[src/rtl/imm_pack_if.sv]
// imm_pack_if: request/response bundle for the immediate packer.
// slave is the packer side. master is the requester/consumer side.
interface imm_pack_if;
  logic        in_valid;
  logic        in_ready;
  logic [2:0]  imm_src;
  logic [31:0] imm_value;
  logic [31:0] base_word;
  logic        out_valid;
  logic        out_ready;
  logic [31:0] instr;
  logic [1:0]  err_code;

  modport slave (
    input  in_valid, imm_src, imm_value, base_word, out_ready,
    output in_ready, out_valid, instr, err_code
  );

  modport master (
    output in_valid, imm_src, imm_value, base_word, out_ready,
    input  in_ready, out_valid, instr, err_code
  );
endinterface

[src/rtl/imm_pack.sv]
// imm_pack: scatters a signed immediate into the RISC-V immediate fields of a
// base instruction word. This is the inverse of the immediate extender.
// Two-stage valid/ready pipeline:
//   S1 captures the request and its error code.
//   S2 holds the packed word.
// Optional macro IMM_PACK_STATS_EN adds the saturating pack/error counters.
module imm_pack #(
  parameter int COUNT_W = 16
) (
  input  logic clk,
  input  logic rst_n,
  imm_pack_if.slave bus
`ifdef IMM_PACK_STATS_EN
  ,
  output logic [COUNT_W-1:0] pack_count,
  output logic [COUNT_W-1:0] err_count
`endif
);

  localparam logic [2:0] SRC_I = 3'b000;
  localparam logic [2:0] SRC_S = 3'b001;
  localparam logic [2:0] SRC_B = 3'b010;
  localparam logic [2:0] SRC_J = 3'b011;
  localparam logic [2:0] SRC_U = 3'b100;

  localparam logic [1:0] ERR_OK    = 2'b00;
  localparam logic [1:0] ERR_RANGE = 2'b01;
  localparam logic [1:0] ERR_ALIGN = 2'b10;
  localparam logic [1:0] ERR_ILL   = 2'b11;

  if (COUNT_W < 1) begin : g_bad_count_w
    $error("imm_pack: COUNT_W must be at least 1");
  end

  logic        r_s1_valid;
  logic [2:0]  r_s1_src;
  logic [31:0] r_s1_imm;
  logic [31:0] r_s1_base;
  logic [1:0]  r_s1_err;
  logic        r_s2_valid;
  logic [31:0] r_instr;
  logic [1:0]  r_err;

  logic        w_adv;
  logic        w_s1_load;
  logic        w_sx11;
  logic        w_sx12;
  logic        w_sx20;
  logic [1:0]  w_err;
  logic [31:0] w_pack;

  // S2 frees up when it is empty or its result is being taken.
  // S1 shifts in lockstep with S2, or fills an empty slot.
  assign w_adv      = !r_s2_valid || bus.out_ready;
  assign w_s1_load  = !r_s1_valid || w_adv;
  assign bus.in_ready  = w_s1_load;
  assign bus.out_valid = r_s2_valid;
  assign bus.instr     = r_instr;
  assign bus.err_code  = r_err;

  // Sign-extension tests. The bits above the field's top bit must all copy
  // that top bit.
  assign w_sx11 = (&bus.imm_value[31:11]) | ~(|bus.imm_value[31:11]);
  assign w_sx12 = (&bus.imm_value[31:12]) | ~(|bus.imm_value[31:12]);
  assign w_sx20 = (&bus.imm_value[31:20]) | ~(|bus.imm_value[31:20]);

  // Classify the incoming request. Priority is illegal, then range, then alignment.
  always_comb begin
    w_err = ERR_OK;
    case (bus.imm_src)
      SRC_I, SRC_S: if (!w_sx11) w_err = ERR_RANGE;
      SRC_B: begin
        if (!w_sx12)                 w_err = ERR_RANGE;
        else if (bus.imm_value[0])   w_err = ERR_ALIGN;
      end
      SRC_J: begin
        if (!w_sx20)                 w_err = ERR_RANGE;
        else if (bus.imm_value[0])   w_err = ERR_ALIGN;
      end
      SRC_U: if (bus.imm_value[11:0] != 12'h000) w_err = ERR_ALIGN;
      default: w_err = ERR_ILL;
    endcase
  end

  // Scatter the S1 immediate over the base word.
  // Out-of-range bits are simply dropped. An illegal type passes the base word through.
  always_comb begin
    w_pack = r_s1_base;
    case (r_s1_src)
      SRC_I: w_pack[31:20] = r_s1_imm[11:0];
      SRC_S: begin
        w_pack[31:25] = r_s1_imm[11:5];
        w_pack[11:7]  = r_s1_imm[4:0];
      end
      SRC_B: begin
        w_pack[31]    = r_s1_imm[12];
        w_pack[30:25] = r_s1_imm[10:5];
        w_pack[11:8]  = r_s1_imm[4:1];
        w_pack[7]     = r_s1_imm[11];
      end
      SRC_J: begin
        w_pack[31]    = r_s1_imm[20];
        w_pack[30:21] = r_s1_imm[10:1];
        w_pack[20]    = r_s1_imm[11];
        w_pack[19:12] = r_s1_imm[19:12];
      end
      SRC_U: w_pack[31:12] = r_s1_imm[31:12];
      default: ;
    endcase
  end

  // S1 valid bit. This clears on reset, so in-flight work is discarded.
  always_ff @(posedge clk) begin
    if (!rst_n)         r_s1_valid <= 1'b0;
    else if (w_s1_load) r_s1_valid <= bus.in_valid;
  end

  // S1 payload. It is qualified by r_s1_valid, so it needs no reset.
  always_ff @(posedge clk) begin
    if (w_s1_load && bus.in_valid) begin
      r_s1_src  <= bus.imm_src;
      r_s1_imm  <= bus.imm_value;
      r_s1_base <= bus.base_word;
      r_s1_err  <= w_err;
    end
  end

  // S2 output register. It is held while stalled, so instr/err_code stay stable.
  always_ff @(posedge clk) begin
    if (!rst_n) begin
      r_s2_valid <= 1'b0;
      r_instr    <= '0;
      r_err      <= ERR_OK;
    end else if (w_adv) begin
      r_s2_valid <= r_s1_valid;
      if (r_s1_valid) begin
        r_instr <= w_pack;
        r_err   <= r_s1_err;
      end
    end
  end

`ifdef IMM_PACK_STATS_EN
  logic [COUNT_W-1:0] r_pack_cnt;
  logic [COUNT_W-1:0] r_err_cnt;
  logic               w_out_xfer;

  assign w_out_xfer = r_s2_valid && bus.out_ready;
  assign pack_count = r_pack_cnt;
  assign err_count  = r_err_cnt;

  // Saturating counters of delivered results and of delivered errors.
  always_ff @(posedge clk) begin
    if (!rst_n) begin
      r_pack_cnt <= '0;
      r_err_cnt  <= '0;
    end else if (w_out_xfer) begin
      if (r_pack_cnt != '1) r_pack_cnt <= r_pack_cnt + 1'b1;
      if ((r_err != ERR_OK) && (r_err_cnt != '1)) r_err_cnt <= r_err_cnt + 1'b1;
    end
  end
`endif

endmodule
[src/flat_wrapper.sv]
// flat-port wrapper written by rule: the top's interface ports become plain ports
module imm_pack_flat 
#(
  parameter int COUNT_W = 16
)
  (clk, rst_n, bus_in_valid, bus_imm_src, bus_imm_value, bus_base_word, bus_out_ready, bus_in_ready, bus_out_valid, bus_instr, bus_err_code);
  imm_pack_if bus_i ();
  input  logic clk;
  input  logic rst_n;
  input wire logic [$bits(bus_i.in_valid)-1:0] bus_in_valid;
  input wire logic [$bits(bus_i.imm_src)-1:0] bus_imm_src;
  input wire logic [$bits(bus_i.imm_value)-1:0] bus_imm_value;
  input wire logic [$bits(bus_i.base_word)-1:0] bus_base_word;
  input wire logic [$bits(bus_i.out_ready)-1:0] bus_out_ready;
  output wire logic [$bits(bus_i.in_ready)-1:0] bus_in_ready;
  output wire logic [$bits(bus_i.out_valid)-1:0] bus_out_valid;
  output wire logic [$bits(bus_i.instr)-1:0] bus_instr;
  output wire logic [$bits(bus_i.err_code)-1:0] bus_err_code;
  assign bus_i.in_valid = bus_in_valid;
  assign bus_i.imm_src = bus_imm_src;
  assign bus_i.imm_value = bus_imm_value;
  assign bus_i.base_word = bus_base_word;
  assign bus_i.out_ready = bus_out_ready;
  assign bus_in_ready = bus_i.in_ready;
  assign bus_out_valid = bus_i.out_valid;
  assign bus_instr = bus_i.instr;
  assign bus_err_code = bus_i.err_code;
  imm_pack #(.COUNT_W(COUNT_W)) u_core (.clk(clk), .rst_n(rst_n), .bus(bus_i));
endmodule
[config.mk]
export PLATFORM = sky130hd
export DESIGN_NAME = imm_pack_flat
export DESIGN_NICKNAME = d
export VERILOG_FILES = /design/src/rtl/imm_pack_if.sv /design/src/rtl/imm_pack.sv /design/src/flat_wrapper.sv
export SDC_FILE = /design/constraint.sdc
export NUM_CORES = 1
export LEC_CHECK = 0
export BUFFER_PORTS_ARGS = -buffer_cell sky130_fd_sc_hd__buf_4
export CAP_MARGIN = 20
export CORE_MARGIN = 2
export CORE_UTILIZATION = 52
export DETAILED_ROUTE_END_ITERATION = 7
export PLACE_DENSITY = 0.86
export SLEW_MARGIN = 20
export SYNTH_ARGS = -nofsm -noshare
export SYNTH_HDL_FRONTEND = slang
export SYNTH_SLANG_ARGS = --single-unit
[constraint.sdc]
create_clock -name clk -period 2.9 [get_ports clk]
set_input_delay 0.435 -clock clk [delete_from_list [all_inputs] [get_ports clk]]
set_output_delay 0.435 -clock clk [all_outputs]
set_load 0.03 [all_outputs]
* After elaboration in Yosys (flattened, before gate mapping)
Index checks and enable logic that the tools add are counted.
Operators by class: bitwise operators 6, $add $sub $neg 0, reduce and logical (&&, ||, !) cells 18, equal/unequal tests 8, divide/modulo/power cells 0, mux-type cells 10, multipliers 0, order comparisons 0, shifts and indexed selects 0
Operator list (count):
- $pmux 7 s4 | 1
- $reduce_and 21->1 | 1
- $reduce_or 21->1 | 1
- $reduce_and 20->1 | 1
- $reduce_or 20->1 | 1
- $pmux 5 s3 | 1
- $eq 3x2->1 const B | 4
- $reduce_and 12->1 | 1
- $reduce_bool 12->1 | 1
- $reduce_or 12->1 | 1
- $pmux 5 s2 | 1
- $mux 2 | 4
- $mux 8 | 1
- $pmux 2 s4 | 1
- $eq 3x1->1 const B | 2
- $eq 3x3->1 const B | 2
- $logic_not 3->1 | 2
- $reduce_or 2->1 | 3
- $not 1->1 | 3
- $or 1x1->1 | 3
- $logic_not 1->1 | 2
- $logic_or 1x1->1 | 2
- $reduce_and 2->1 | 1
- $logic_and 1x1->1 | 1
- $mux 1 | 1
Word-level totals: RAM bits 0, memory bits (read-only) 0, bits of input ports 71, memories 0, word-level logic and storage cells 50, output and inout bits 36, register bits 105, bits in latches 0

* Longest topological paths before layout
Gate-level depths: netlist of the first run.
word-level depth 5, gate-level depth with buffers 6, mapped depth without buffers 5

* Worst setup path before layout of the first run
No wires, ideal clock.
path kind flip-flop to flip-flop, start register u_core.r_s2_valid, in the netlist u_core.bus.out_valid, end register u_core.r_s1_base[0], enable pin, required time 2466 ps, cell stages (with the launch flop) 4, arrival 2529 ps, setup slack -63 ps, setup time 434 ps, period minus slack after synthesis 2963 ps, buffers on the path 0, path through dfxtp_1 > nor2b_1 > nand2_1 > and2_1
On the way: longest elaborated chain between the ends 4
Ends and longest elaborated chain:
- start: declaration | RTL line imm_pack.sv:40 | logic r_s2_valid;
- start signal: assignment | RTL line imm_pack.sv:135 | r_s2_valid <= r_s1_valid;
- $logic_not 1->1 | RTL line imm_pack.sv:54 | assign w_adv = !r_s2_valid || bus.out_ready;
- $logic_or 1x1->1 | RTL line imm_pack.sv:54
- $logic_or 1x1->1 | RTL line imm_pack.sv:55 | assign w_s1_load = !r_s1_valid || w_adv;
- net bus_in_ready | RTL line flat_wrapper.sv:15 | output wire logic [$bits(bus_i.in_ready)-1:0] bus_in_ready;
- $logic_and 1x1->1 | RTL line imm_pack.sv:120 | if (w_s1_load && bus.in_valid) begin
- end signal: assignment | RTL line imm_pack.sv:123 | r_s1_base <= bus.base_word;
- end: declaration | RTL line imm_pack.sv:38 | logic [31:0] r_s1_base;
The timed path passes the listed nets, and every way through them passes these cells. A chain may end at the register's enable or synchronous reset.

* Final worst setup path of the first run
start register u_core.r_s1_src[0], end register u_core.r_instr[24], in the netlist u_core.bus.instr[24]
On the way: longest elaborated chain between the ends 2, elaborated cells on any way between the ends 4, those cells by class eq/ne: 2; mux: 1; reduce/logical: 1
Ends and longest elaborated chain:
- start: declaration | RTL line imm_pack.sv:36 | logic [2:0] r_s1_src;
- start signal: assignment | RTL line imm_pack.sv:121 | r_s1_src <= bus.imm_src;
- $eq 3x3->1 (tied with other cells) | RTL line imm_pack.sv:89 | case (r_s1_src)
- $pmux 5 s3 * | RTL line imm_pack.sv:89
- end signal: assignment | RTL line imm_pack.sv:137 | r_instr <= w_pack;
- end: declaration | RTL line imm_pack.sv:41 | logic [31:0] r_instr;
Mark *: on every way between the ends. The rest lies on a longest branch, timed or not.

==> run metrics, run 1 <==
pin count of the biggest net entering global routing 70; Critical R2R Capture u_core.bus.instr[24]; period utilisation layout 0.728; Avg WL per Cell 15.8 um; Crit. End Element flip-flop; Warnings, synthesis 0; Synth Area in Compound Gates 0.131; Core Area 7650 um2; final slew viol count 0; antenna viol nets, final 0; Worst Hold Launch bus_base_word[29]; layout cells sized above 1 0.323; GR Util All Layers 0.202; DRC 0; number of cells on the worst reg-to-reg path 5; Worst-Skew Late Latency 0.36 ns; Post-Synth XOR/XNOR Area 0.00215; FMAX 474 MHz; Mapped Avg Cell Area 12.4 um2; post-synthesis async set-or-reset flop share 0; Num CTS Buffers 9; Worst Setup Start Kind flip-flop; top post-synthesis cells by area edfxtp_1, dfxtp_1, nand2_1, nor2_1, a21oi_1; Synth Flop Type edfxtp_1; Max-Cap Viols 0; hold buffers post-CTS 0; overall routed net length 8520 um; class of the worst hold path in2reg; footprint of the multi-input gates 1190 um2; peak supply drop 0.304 mV; remaining global-route overflow 0; RSZ-0062 raised after global routing no; # fillers 538; Area growth syn-to-layout 26.3%; leakage power 1.97 nW; fin area 5140 um2; ant diodes 0; H-tree Lvls 3; via count 2958; Synth Instances 328; initial antenna violation count 0; Simple-Gate Fraction of Synth Area 0.137; RR Startpoint u_core.r_s1_src[0]; Adder-Cell Fraction of Synth Area 0; top-area cell type share of the netlist area 0.509; Max-Slew Margin vs Limit 0.351; main combinational cell family by area after synthesis simple AND/OR/NAND/NOR gates; Final Setup Violations 0; HPWL after detailed placement 6200 um; FF/Latch Area 2790 um2; gpl congestion 0.837; Die X-Extent 92.5 um; I/O pins 107; Mapped Area 4070 um2; PwrDens 582 nW/um2; placed inst area 4940 um2; Starting Density 0.533; CP Max Fanout 12; Final nets 503; Die ar. 8560 um2; Worst-Margin Slew 0.973 ns; critical setup path kind reg2reg; Post-Syn Nets 399; Yosys top cell by area edfxtp_1; DR vias/cell 5.49; postcts setup bufs 0; drt first-iter violations 251; Final min period 2.11 ns; Hold Crit Depth 1; number of flops mapped to enable cells by yosys 69; CTS tree done; Reg2Reg Setup Slack 0.79 ns; Fin. Hold Viols 0; CTS sink count 105; run status completed; clock transition time at the flip-flop clock pins of the worst setup and hold paths 0.10 ns; Vert. Die Dim 92.5 um; I/O Buffers 106; clk buf depth 2; sequential-to-total area share from yosys stat 0.686; flops & latches, synth 105; clock skew 0.00924 ns; First-pass DRT Iterations 5; data arrival time of the worst path 2.37 ns; cts repair resizes 0; Clock Root Buffer clkbuf_8; vias in the first global route 2747; CP Data Required Time 3.16 ns; num rows 32; Distinct cells, synth 39; mux contribution to synthesized area 0.0197; hold path endpoint u_core.r_s1_base[29]; Total Negative Setup Slacks 0 ns; first-pass GRT wire length 13300 um
area by class of cell:
class / count / area share
multi-input combinational: 204 / 0.231
timing repair buffer: 110 / 0.161
clock buffer: 11 / 0.0316
tap: 102 / 0.0248
clock inverter: 5 / 0.00779
inverter: 2 / 0.00146
sequential: 105 / 0.543
critical path, cell delays in order (launching register included):
cell and delay, ns:
edfxtp_1 0.62, xnor2_1 0.68, nand2b_1 0.23, o221ai_1 0.22, o21ai_0 0.09, and2_1 0.18
synth_stat cells (all sizes together), types with 5 or more instances:
| cell | number |
|---|---|
| a311oi | 10 |
| mux2i | 8 |
| o22ai | 6 |
| nor2 | 32 |
| o21ai | 15 |
| nor2b | 5 |
| nand4 | 5 |
| nand2 | 51 |
| a211oi | 9 |
| clkbuf | 6 |
| edfxtp | 69 |
| a21oi | 23 |
| dfxtp | 36 |
| buf | 11 |
| nor4 | 9 |
how the worst max path moves through the flow:
stage | to | cells past startpoint | start
finish | u_core.bus.instr[24] | 5 | u_core.r_s1_src[0]
global route | u_core.bus.instr[24] | 5 | u_core.r_s1_src[0]
CTS | u_core.bus.instr[24] | 5 | u_core.r_s1_src[0]
detailed placement | u_core.bus.instr[27] | 6 | bus_out_ready
global placement | u_core.bus.instr[0] | 6 | bus_out_ready
floorplan | u_core.r_s1_base[0] | 3 | u_core.bus.out_valid
cell families after synthesis:
family          after synthesis
compound gates               76
xor+xnor                      1
buf+inv                      19
flops                       105
mux                           8
simple gates                119
state kept, by name, indices dropped and copies added (netlist names):
signal / flops
u_core.bus.instr: 32
u_core.r_s1_base: 32
u_core.r_s1_imm: 32
u_core.r_s1_src: 3
u_core.bus.err_code: 2
u_core.r_s1_err: 2
u_core.bus.out_valid: 1
u_core.r_s1_valid: 1
power by group:
part / leakage, nW / switching [W] / internal, W / total [W]
Clock: 0.108 / 0.000486 / 0.000399 / 0.000885
Sequential: 0.968 / 0.0000519 / 0.00169 / 0.00174
Combinational: 0.892 / 0.000209 / 0.000159 / 0.000368
layer usage:
| metal | share of wire | GRT usage | vias up |
|---|---|---|---|
| li1 | - | - | 1428 |
| met1 | 0.43 | 0.274 | 1384 |
| met2 | 0.48 | 0.321 | 121 |
| met3 | 0.061 | 0.0334 | 25 |
| met4 | 0.030 | 0.0933 | 0 |
| met5 | 0 | 0 | - |
metrics by stage:
step | hold slack [ns] | utilization | std cells | setup slack [ns] | power, W
detailed placement | 0.450 | 0.646 | 523 | 0.782 | 0.00214
finish | 0.242 | 0.672 | 539 | 0.789 | 0.00299
floorplan | 0.471 | - | 328 | 0.680 | 0.00197
CTS | 0.228 | 0.672 | 539 | 0.821 | 0.00301
global placement | 0.443 | 0.646 | 523 | 0.891 | 0.00213
global route | 0.222 | 0.672 | 539 | 0.620 | 0.00311
layout by cell type (no fill, tap or decap), types with 9 or more instances in the layout:
cell type	netlist	final
nand2_1	49	49
o21ai_0	14	14
clkbuf_8	0	10
edfxtp_1	69	69
a21oi_1	23	23
a311oi_1	10	10
buf_4	0	110
nor2_1	31	31
dfxtp_1	36	36
nor4_1	9	9
Power figures use the tool's default switching activity.
==> inputs of run 2 (changes only) <==
--- a/config.mk
+++ b/config.mk
@@ -8,9 +8,9 @@
 export BUFFER_PORTS_ARGS = -buffer_cell sky130_fd_sc_hd__buf_4
 export CAP_MARGIN = 20
 export CORE_MARGIN = 2
-export CORE_UTILIZATION = 52
+export CORE_UTILIZATION = 47
 export DETAILED_ROUTE_END_ITERATION = 7
-export PLACE_DENSITY = 0.86
+export PLACE_DENSITY = 0.82
 export SLEW_MARGIN = 20
 export SYNTH_ARGS = -nofsm -noshare
 export SYNTH_HDL_FRONTEND = slang
==> constraint.sdc (replaced) <==
create_clock -name clk -period 1.9 [get_ports clk]
set_input_delay 0.285 -clock clk [delete_from_list [all_inputs] [get_ports clk]]
set_output_delay 0.285 -clock clk [all_outputs]
set_load 0.03 [all_outputs]
==> run 2 against run 1 <==
Setup slack got worse by 0.65 ns; global-route usage fell by 1.1 points; non-clock buffer count rose by 4; critical path depth fell by 2; register-to-register slack got worse by 0.65 ns; combinational power rose by 58%; total power rose by 54%; via count fell by 0.41%; utilization fell by 4.7 points; clock power rose by 55%.
==> run metrics, run 2 (synthesis results as in run 1) <==
run status completed; DRC 0; num rows 33; CP Data Required Time 1.89 ns; Core Area 8300 um2; Post-Route Utilization 0.625; H-tree Lvls 3; Crit. End Element flip-flop; DR vias/cell 5.40; clk buf depth 2; clock transition time at the flip-flop clock pins of the worst setup and hold paths 0.10 ns; First-pass DRT Iterations 4; Largest stage delay, worst path 0.72 ns; remaining global-route overflow 0; pin count of the biggest net entering global routing 70; Fin. Hold Viols 0; crit path buf inv count 0; critical setup path kind reg2reg; gpl congestion 0.859; # fillers 677; overall routed net length 9100 um; final slew viol count 0; Avg WL per Cell 16.7 um; highest-count cells in the layout ignoring fill and taps buf_4, edfxtp_1, nand2_1; Pwr Total 0.00460 W; cts repair resizes 0; CTS sink count 105; Final min period 1.76 ns; Die X-Extent 97.1 um; initial antenna violation count 0; ant diodes 0; crit-path cells nor2b_1 -> nand2_1 -> and2_4; Starting Density 0.491; Num CTS Buffers 9; Final Setup Violations 0; Worst-Skew Late Latency 0.36 ns; peak supply drop 0.401 mV; period utilisation layout 0.926; via count 2946; drt first-iter violations 215; Total Negative Setup Slacks 0 ns; vias in the first global route 2949; Die ar. 9430 um2; CP Max Fanout 69; I/O pins 107; CTS tree done; Vert. Die Dim 97.1 um; commonest non-fill, non-tap cell in the layout buf_4; Worst Setup Start Kind flip-flop; Final nets 507; leakage power 1.99 nW; clock skew 0.00823 ns; HPWL after detailed placement 6660 um; Clock Root Buffer clkbuf_8; antenna viol nets, final 0; Worst-Margin Slew 0.896 ns; class of the worst hold path in2reg; delay-heaviest family, CP simple AND/OR/NAND/NOR gates; I/O Buffers 106; GR Util All Layers 0.191; Critical-path top delay cell and2_4; Max-Cap Viols 0; first-pass GRT wire length 14200 um; Max-Slew Margin vs Limit 0.403; layout cells sized above 1 0.324; data arrival time of the worst path 1.75 ns; PwrDens 887 nW/um2; Area growth syn-to-layout 27.4%; FMAX 569 MHz; RSZ-0062 raised after global routing no
==> run 2: worst reg2reg max path, cell delays in order, from the launching register on <==
cell	delay, ns
dfxtp_1	0.32
nor2b_1	0.18
nand2_1	0.12
and2_4	0.72
==> run 2: power breakdown <==
| group | internal [W] | switching [W] |
|---|---|---|
| logic | 0.000252 | 0.000330 |
| registers | 0.00258 | 0.0000749 |
| clock network | 0.000638 | 0.000729 |
==> run 2: layout make-up <==
class,instances,area [um2],share of cell area
multi-input combinational,204,1190,0.229
timing repair buffer,114,868,0.167
clock buffer,13,181,0.0350
clock inverter,3,21.3,0.00410
tap,105,131,0.0253
sequential,105,2790,0.538
inverter,2,7.51,0.00145
==> run 2: path summary, 6_finish.rpt <==
| kind | start | endpoint | slack (ns) | cells past startpoint |
|---|---|---|---|---|
| max | u_core.bus.out_valid | u_core.r_s1_imm[7] | 0.14 | 3 |
| min | bus_base_word[15] | u_core.r_s1_base[15] | 0.09 | 1 |
| max reg2reg | u_core.bus.out_valid | u_core.r_s1_imm[7] | 0.14 | 3 |
| min reg2reg | u_core.bus.instr[2] | u_core.bus.instr[2] | 0.46 | 2 |
==> run 2: routing by layer <==
metal  track usage  vias up  share of wire
met5             0        -              0
met4        0.0856        0          0.024
met3        0.0317       18          0.041
met2         0.329       96           0.50
met1         0.238     1399           0.43
li1              -     1433              -
==> run 2: repair_timing <==
action | in CTS | in global routing
hold buffers | 0 | 0
endpoints found under the setup margin | 0 | 1
buffers inserted | 0 | 1
==> run 2: metrics by stage <==
step | worst slack [ns] | std cells | hold WS (ns) | instance area [um2]
2_1_floorplan | 0.0372 | 328 | 0.384 | 4080
3_3_place_gp | 0.233 | 529 | 0.443 | 4980
3_5_place_dp | 0.154 | 529 | 0.450 | 4980
4_1_cts | 0.133 | 545 | 0.0772 | 5180
5_1_grt | 0.0210 | 546 | 0.0605 | 5190
6_report | 0.141 | 546 | 0.0909 | 5190
